### src/rtl/lv_owt_adc_poll_sched.sv
// Periodic watchdog ADC-poll scheduler for the LV one-wire link: issues ADC read
// requests at a programmable period, defers behind SPI traffic, retries on timeout/CRC error.
module lv_owt_adc_poll_sched #(
  parameter int PERIOD_W = 16,
  parameter int TMO_W    = 12,
  parameter int RETRY_W  = 3
) (
  input  logic                i_clk,
  input  logic                i_rst_n,
  input  logic                i_poll_en,
  input  logic [PERIOD_W-1:0] i_poll_period,
  input  logic [TMO_W-1:0]    i_rsp_tmo,
  input  logic [RETRY_W-1:0]  i_max_retry,
  input  logic                i_spi_busy,
  output logic                o_wdg_owt_adc_req,
  input  logic                i_owt_wdg_adc_ack,
  input  logic                i_owt_rx_adc_vld,
  input  logic                i_owt_rx_adc_crc_err,
  output logic                o_adc_poll_done,
  output logic                o_adc_poll_fail,
  output logic                o_poll_overrun,
  output logic [RETRY_W-1:0]  o_retry_cnt,
  output logic                o_poll_busy
);

  typedef enum logic [1:0] {
    S_IDLE = 2'd0,
    S_ARM  = 2'd1,
    S_REQ  = 2'd2,
    S_RSP  = 2'd3
  } state_e;

  state_e              state_q, state_d;
  logic [PERIOD_W-1:0] per_cnt_q, per_cnt_d, per_last;
  logic [TMO_W-1:0]    tmo_cnt_q, tmo_cnt_d, tmo_last;
  logic [RETRY_W-1:0]  retry_q, retry_d;
  logic                pend_q, pend_d;
  logic                req_q, busy_q;
  logic                done_q, done_d;
  logic                fail_q, fail_d;
  logic                ovr_q, ovr_d;
  logic                tick, take, rsp_good, rsp_bad;

  // A programmed value of 0 behaves like 1, so the terminal count saturates at 0.
  assign per_last = (i_poll_period == '0) ? '0 : i_poll_period - 1'b1;
  assign tmo_last = (i_rsp_tmo == '0) ? '0 : i_rsp_tmo - 1'b1;

  assign tick = i_poll_en & (per_cnt_q == per_last);

  always_comb begin
    per_cnt_d = per_cnt_q + 1'b1;
    if (!i_poll_en || tick) per_cnt_d = '0;
  end

  // A tick is consumed only when it launches a poll straight out of ARM.
  assign take  = (state_q == S_ARM) & i_poll_en & ~i_spi_busy & (tick | pend_q);
  assign ovr_d = tick & pend_q & ~take;

  always_comb begin
    pend_d = pend_q;
    if (take)      pend_d = 1'b0;
    else if (tick) pend_d = 1'b1;
  end

  // A response in the timeout cycle wins over the timeout.
  assign rsp_good = i_owt_rx_adc_vld & ~i_owt_rx_adc_crc_err;
  assign rsp_bad  = (i_owt_rx_adc_vld & i_owt_rx_adc_crc_err) |
                    (~i_owt_rx_adc_vld & (tmo_cnt_q == tmo_last));

  // NOTE: every output of this block gets a default before the case, so no path leaves a latch.
  always_comb begin
    state_d   = state_q;
    retry_d   = retry_q;
    tmo_cnt_d = tmo_cnt_q;
    done_d    = 1'b0;
    fail_d    = 1'b0;
    unique case (state_q)
      S_IDLE: begin
        if (i_poll_en) state_d = S_ARM;
      end
      S_ARM: begin
        if (!i_poll_en) begin
          state_d = S_IDLE;
        end else if (take) begin
          state_d = S_REQ;
          retry_d = '0;
        end
      end
      S_REQ: begin
        // No timeout here: an SPI preemption of the TX frame only delays the ack.
        if (i_owt_wdg_adc_ack) begin
          state_d   = S_RSP;
          tmo_cnt_d = '0;
        end
      end
      S_RSP: begin
        tmo_cnt_d = tmo_cnt_q + 1'b1;
        if (rsp_good) begin
          done_d  = 1'b1;
          retry_d = '0;
          state_d = i_poll_en ? S_ARM : S_IDLE;
        end else if (rsp_bad) begin
          if (retry_q == i_max_retry) begin
            fail_d  = 1'b1;
            retry_d = '0;
            state_d = i_poll_en ? S_ARM : S_IDLE;
          end else if (i_poll_en) begin
            retry_d = retry_q + 1'b1;
            state_d = S_REQ;
          end else begin
            // Polling was disabled mid-poll: abandon quietly instead of retrying.
            retry_d = '0;
            state_d = S_IDLE;
          end
        end
      end
      default: state_d = S_IDLE;
    endcase
  end

  // NOTE: state uses non-blocking assignments so every flop samples the pre-edge values.
  always_ff @(posedge i_clk or negedge i_rst_n) begin
    if (!i_rst_n) begin
      state_q   <= S_IDLE;
      per_cnt_q <= '0;
      tmo_cnt_q <= '0;
      retry_q   <= '0;
      pend_q    <= 1'b0;
      req_q     <= 1'b0;
      busy_q    <= 1'b0;
      done_q    <= 1'b0;
      fail_q    <= 1'b0;
      ovr_q     <= 1'b0;
    end else begin
      state_q   <= state_d;
      per_cnt_q <= per_cnt_d;
      tmo_cnt_q <= tmo_cnt_d;
      retry_q   <= retry_d;
      pend_q    <= pend_d;
      req_q     <= (state_d == S_REQ);
      busy_q    <= (state_d == S_REQ) || (state_d == S_RSP);
      done_q    <= done_d;
      fail_q    <= fail_d;
      ovr_q     <= ovr_d;
    end
  end

  assign o_wdg_owt_adc_req = req_q;
  assign o_poll_busy       = busy_q;
  assign o_adc_poll_done   = done_q;
  assign o_adc_poll_fail   = fail_q;
  assign o_poll_overrun    = ovr_q;
  assign o_retry_cnt       = retry_q;

endmodule

### config.mk
export PLATFORM = sky130hd
export DESIGN_NAME = lv_owt_adc_poll_sched
export DESIGN_NICKNAME = d
export VERILOG_FILES = /design/src/rtl/lv_owt_adc_poll_sched.sv
export SDC_FILE = /design/constraint.sdc
export NUM_CORES = 1
export LEC_CHECK = 0
export CAP_MARGIN = 20
export CORE_ASPECT_RATIO = 1.25
export CORE_UTILIZATION = 61
export CTS_CLUSTER_SIZE = 30
export DETAILED_ROUTE_END_ITERATION = 8
export PLACE_DENSITY = 0.95
export SETUP_SLACK_MARGIN = 0.1
export SLEW_MARGIN = 15
export SYNTH_ARGS = -nofsm -noshare
export SYNTH_HDL_FRONTEND = slang
export SYNTH_SLANG_ARGS = --single-unit
export TNS_END_PERCENT = 1
### constraint.sdc
create_clock -name i_clk -period 4.35 [get_ports i_clk]
set_input_delay 1.0875 -clock i_clk [delete_from_list [all_inputs] [get_ports i_clk]]
set_output_delay 1.0875 -clock i_clk [all_outputs]
set_load 0.02 [all_outputs]
# --- Word-level counts from Yosys, hierarchy flattened ---
# Cells that the tools add are included.
word_totals:
  in_bits: 38
  wordCells: 83
  ff_bits: 39
op_classes:
  n_addsub: 5
  reduce_logical: 11
  bitwise_logic: 15
  muxes: 30
  eq_ne: 12
op_table:
  columns: ["operator", "count"]
  rows:
  - ["2-to-1 mux 16 bit", 2]
  - ["2-to-1 mux 12 bit", 2]
  - ["one-hot mux 12 bit (2 select lines)", 1]
  - ["2-to-1 mux 3 bit", 6]
  - ["adder 16 x 1 -> 16 bit, second input constant", 1]
  - ["equality test 16 bit", 1]
  - ["logical NOT 16 bit", 1]
  - ["2-to-1 mux 2 bit", 8]
  - ["subtractor 16 x 1 -> 16 bit, second input constant", 1]
  - ["adder 12 x 1 -> 12 bit, second input constant", 1]
  - ["equality test 12 bit", 1]
  - ["logical NOT 12 bit", 1]
  - ["subtractor 12 x 1 -> 12 bit, second input constant", 1]
  - ["bitwise AND 1 bit", 9]
  - ["2-to-1 mux 1 bit", 9]
  - ["equality test 2 bit, second input constant", 4]
  - ["one-hot mux 2 bit (4 select lines)", 1]
  - ["inequality test 2 bit, second input constant", 3]
  - ["one-hot mux 3 bit (2 select lines)", 1]
  - ["nonzero test 2 bit", 3]
  - ["NOT 1 bit", 4]
  - ["AND reduction 4 bit", 1]
  - ["adder 3 x 1 -> 3 bit, second input constant", 1]
  - ["equality test 3 bit", 1]
  - ["other kinds (7)", 9]

# --- Depth between registers and ports, before layout ---
depth:
  word_depth: 11
  ltp_mapped: 12
  mapped_depth_nobuf: 10

# --- Worst setup path before layout ---
# OpenSTA, ideal clock, no wires.
synth_path:
  path_type: "input port to flip-flop"
  from: "input port i_rsp_tmo[3]"
  to: "register retry_q[0], in the netlist o_retry_cnt[0]"
  t_arrival_ps: 3590
  n_path_buf: 2
  setup_ps: 125
  path_stages: 10
  setup_slack_ps: 635
  path_cell_list: "clkbuf_1 > or3_1 > buf_2 > nor4_1 > mux2i_1 > xnor2_1 > or4_1 > o21ai_2 > a311oi_2 > mux2_4"
synth_between:
  elab_chain_len: 7
synth_rtl:
  columns: ["element", "line", "source"]
  rows:
  - ["start: declaration", "12", "input logic [TMO_W-1:0] i_rsp_tmo,"]
  - ["subtractor 12 x 1 -> 12 bit or logical NOT 12 bit (tied branches)", "46", "assign tmo_last = (i_rsp_tmo == '0) ? '0 : i_rsp_tmo - 1'b1;"]
  - ["2-to-1 mux 12 bit *", "46", null]
  - ["equality test 12 bit *", "68", "(~i_owt_rx_adc_vld & (tmo_cnt_q == tmo_last));"]
  - ["bitwise AND 1 bit *", "68", null]
  - ["OR 1 bit *", "67", "assign rsp_bad = (i_owt_rx_adc_vld & i_owt_rx_adc_crc_err) |"]
  - ["inequality test 3 bit (no line) *", null, null]
  - ["AND reduction 4 bit (no line) *", null, null]
  - ["end signal: assignment", "138", "retry_q <= retry_d;"]
  - ["end: declaration", "36", "logic [RETRY_W-1:0] retry_q, retry_d;"]
# Mark *: on every way between the ends. The rest lies on a longest branch, timed or not.
# A chain may end at the register's enable or synchronous reset.

# --- Worst setup path in the final report ---
layout_path:
  from: "input port i_poll_period[1]"
  to: "register retry_q[0], in the netlist o_retry_cnt[0]"
layout_between:
  elab_chain_len: 8
layout_rtl:
  columns: ["element", "line", "source"]
  rows:
  - ["start: declaration", "11", "input logic [PERIOD_W-1:0] i_poll_period,"]
  - ["subtractor 16 x 1 -> 16 bit or logical NOT 16 bit (tied branches)", "45", "assign per_last = (i_poll_period == '0) ? '0 : i_poll_period - 1'b1;"]
  - ["2-to-1 mux 16 bit *", "45", null]
  - ["equality test 16 bit *", "48", "assign tick = i_poll_en & (per_cnt_q == per_last);"]
  - ["bitwise AND 1 bit *", "48", null]
  - ["OR 1 bit *", "56", "assign take = (state_q == S_ARM) & i_poll_en & ~i_spi_busy & (tick | pend_q);"]
  - ["bitwise AND 1 bit *", "56", null]
  - ["inequality test 2 bit (no line) *", null, null]
  - ["AND reduction 4 bit (no line) *", null, null]
# Marked as above.

==> impl_metrics.env <==
export IMPL_outcome="complete, no violations"
export IMPL_unrepaired_setup_endpoints_after_global_routing="false"
export IMPL_drt_pre_antenna_iters=5
export IMPL_placement_rows=30
export IMPL_synth_cell_types=74
export IMPL_dpl_cell_count=541
export IMPL_cts_tree="yes"
export IMPL_cts_num_sinks=39
export IMPL_critical_path_cell_chain="clkdlybuf4s50_1 -> inv_1 -> ha_1 -> or3b_2 -> o31a_1 -> or4_1 -> nand4_1 -> nand4_2 -> nor4_4 -> a311oi_2 -> mux2_4"
export IMPL_detail_route_vias_per_cell=6.65
export IMPL_max_slew_margin_pct=41.5
export IMPL_hp_start="tmo_cnt_q[11]$_DFFE_PN0P_"
export IMPL_power_leakage_nw=1.67
export IMPL_synth_top_area_share_pct=27.4
export IMPL_cts_root_buffer="sky130_fd_sc_hd__clkbuf_8"
export IMPL_initial_utilization_pct=64.6
export IMPL_ys_seq_elements=39
export IMPL_vdd_drop_max_mv=0.161
export IMPL_crit_path_top_delay_cell="sky130_fd_sc_hd__or4_1"
export IMPL_number_of_flops_mapped_to_enable_cells_by_yosys=0
export IMPL_cts_buffer_depth=2
export IMPL_asyncSetResetFlopFracSynth_pct=100
export IMPL_ff_latch_area_sq_um=976
export IMPL_groute_usage_overall_pct=31.8
export IMPL_clock_insertion_delay_worst_skew_ns=0.30
export IMPL_postRouteAntennaNets=0
export IMPL_worst_path_dominant_cell_family="simple AND/OR/NAND/NOR gates"
export IMPL_met3_wirelength_um=463
export IMPL_ys_warnings_count=0
export IMPL_grt_first_pass_wirelength_um=15600
export IMPL_io_pins=46
export IMPL_detail_route_wirelength_met1_um=3650
export IMPL_setup_viol=0
export IMPL_end_kind="register"
export IMPL_category_of_the_most_critical_setup_path="in2reg"
export IMPL_critPathLaunch="i_poll_period[1]"
export IMPL_syn_to_final_growth_pct=18.9
export IMPL_layout_drive_gt1_share_pct=11.1
export IMPL_worstPathArrival_ns=4.21
export IMPL_place_gp_congestion=0.950
export IMPL_worstSetupStartpointType="input port"
export IMPL_wl_um=9430
export IMPL_grt_start_max_net_pins=40
export IMPL_required_ns=4.55
export IMPL_clock_tree_htree_level_count=2
export IMPL_ys_dominant_reg_cell="sky130_fd_sc_hd__dfrtp_1"
export IMPL_netlist_top_cell_by_area="sky130_fd_sc_hd__dfrtp_1"
export IMPL_tritoncts_num_buffers=5
export IMPL_half_perimeter_wire_length_after_detailed_placement_um=7150
export IMPL_cts_repair_resized=0
export IMPL_cts_setup_buffers=0
export IMPL_core_footprint_sq_um=5520
export IMPL_slew_viol_final=0
export IMPL_totalNegativeSetupSlack_ns=0
export IMPL_antenna_found_initial=0
export IMPL_clk_pin_slew_worst_paths_ns=0.09
export IMPL_fillers=391
export IMPL_mean_instance_size_in_the_synthesized_netlist_sq_um=8.18
export IMPL_first_iter_violations=280
export IMPL_final_min_period_over_clock_period_pct=92.3
export IMPL_final_area_sq_um=4240
export IMPL_min_delay_path_class="reg2reg"
export IMPL_max_freq_ghz=0.249
export IMPL_die_y_um=87.5
export IMPL_period_needed_ns=4.01
export IMPL_floorplan_die_area_sq_um=6160
export IMPL_final_hold_violation_count=0
export IMPL_place_port_buffers=45
export IMPL_max_slew_worst_pin_slew_ns=0.878
export IMPL_cap_viol_max_count=0
export IMPL_worstReg2RegStart="per_cnt_q[2]$_DFF_PN0_"
export IMPL_postSynthCellCount=436
export IMPL_timing_critical_path_buf_inv=2
export IMPL_cell_area_after_synthesis_sq_um=3570
export IMPL_multi_input_logic_area_sq_um=2380
export IMPL_post_synth_main_area_contributors="sky130_fd_sc_hd__dfrtp_1 27%, sky130_fd_sc_hd__xnor2_1 4.7%, sky130_fd_sc_hd__xor2_1 4.7%"
export IMPL_power_density_nw_per_um2=254
export IMPL_grt_overflow_total=0
export IMPL_finClkSkew_ns=0.00872
export IMPL_met2_length_um=4880
export IMPL_finalNetCount=528
export IMPL_top_signal_layer_used="met4"
export IMPL_diodes=0
export IMPL_finalNonFillerCells=549
export IMPL_syn_nets=480
export IMPL_die_width_um=70.4
export IMPL_hold_buffers=0
export IMPL_placement_cell_area_sq_um=4140
export IMPL_crit_fanout=6
export IMPL_vias=3651
export IMPL_first_global_vias=3536
export IMPL_slowest_delay_ns=0.52
export IMPL_post_route_util_pct=76.9
export IMPL_synth_common_cells="39 x sky130_fd_sc_hd__dfrtp_1, 39 x sky130_fd_sc_hd__nor2_1, 29 x sky130_fd_sc_hd__nand3_1"
export IMPL_wl_per_cell_um=17.2
export IMPL_detail_route_drc_violations=0
export IMPL_part_of_the_yosys_area_used_for_sequential_elements_pct=27.4
kinds of logic after synthesis:
| logic type | after synthesis | share of synthesized area (%) |
|---|---|---|
| simple gates | 204 | 33.6 |
| compound gates | 91 | 18.5 |
| buf+inv | 49 | 6.14 |
| xor+xnor | 39 | 9.96 |
| flops | 39 | 27.4 |
| mux | 8 | 2.39 |
| fa+ha+maj | 6 | 2.10 |
state kept, by name, indices dropped and copies added, names as in the netlist:
signal,flops
o_adc_poll_done,1
o_adc_poll_fail,1
o_poll_busy,1
o_poll_overrun,1
o_retry_cnt,3
o_wdg_owt_adc_req,1
pend_q,1
per_cnt_q,16
state_q,2
tmo_cnt_q,12
path summary, 6_finish.rpt:
check | to | slack (ns) | depth (start not counted)
worst min-delay path | tmo_cnt_q[11]$_DFFE_PN0P_ | 0.54 | 1
min in group asynchronous | per_cnt_q[1]$_DFF_PN0_ | 0.90 | 1
worst min register to register | tmo_cnt_q[11]$_DFFE_PN0P_ | 0.54 | 1
worst max register to register | o_retry_cnt[0]$_DFFE_PN0P_ | 1.74 | 8
worst max-delay path | o_retry_cnt[0]$_DFFE_PN0P_ | 0.34 | 11
max in group asynchronous | per_cnt_q[12]$_DFF_PN0_ | 2.89 | 1
report_power, final:
| part | internal, W | leakage, nW | total, W | switching [W] |
|---|---|---|---|---|
| clock network | 0.000130 | 0.0474 | 0.000272 | 0.000142 |
| logic | 0.000162 | 1.09 | 0.000326 | 0.000165 |
| registers | 0.000407 | 0.530 | 0.000480 | 0.0000732 |
| total | 0.000698 | 1.67 | 0.00108 | 0.000380 |
area by class of cell:
type | count | share of cell area [%]
inverter | 20 | 1.77
clock inverter | 2 | 0.383
tap | 64 | 1.89
sequential | 39 | 23.0
clock buffer | 6 | 1.95
timing repair buffer | 70 | 14.9
multi-input combinational | 348 | 56.1
cells in the final DEF, fill, tap and decap left out, drive strengths merged, types with 5 or more instances in the layout:
master and count:
nand2 23, a31oi 6, a21oi 9, o21ai 26
or3 6, mux2i 7, clkbuf 6, nand4 10
nand3 29, ha 6, and3 11, nor2 39
buf 26, or4 6, nor4 12, nor4b 6
nor3 21, xnor2 19, clkdlybuf4s50 44, xor2 19
nor3b 5, inv 20, nand3b 7, a211oi 6
nand2b 11, dfrtp 39
through the flow:
step	worst slack, ns	total power (W)	hold slack [ns]
after floorplan	0.635	0.000669	0.471
after global placement	0.178	0.000788	0.489
after detailed placement	-0.0115	0.000808	0.522
after CTS	0.305	0.00108	0.531
after global routing	0.164	0.00113	0.555
final	0.336	0.00108	0.535
metal layers:
layer,global-route usage [%],vias up
met5,0,-
met4,22.7,0
met3,2.89,34
met2,57.6,177
met1,34.7,1721
li1,-,1719
(Power assumes the default switching activity.)
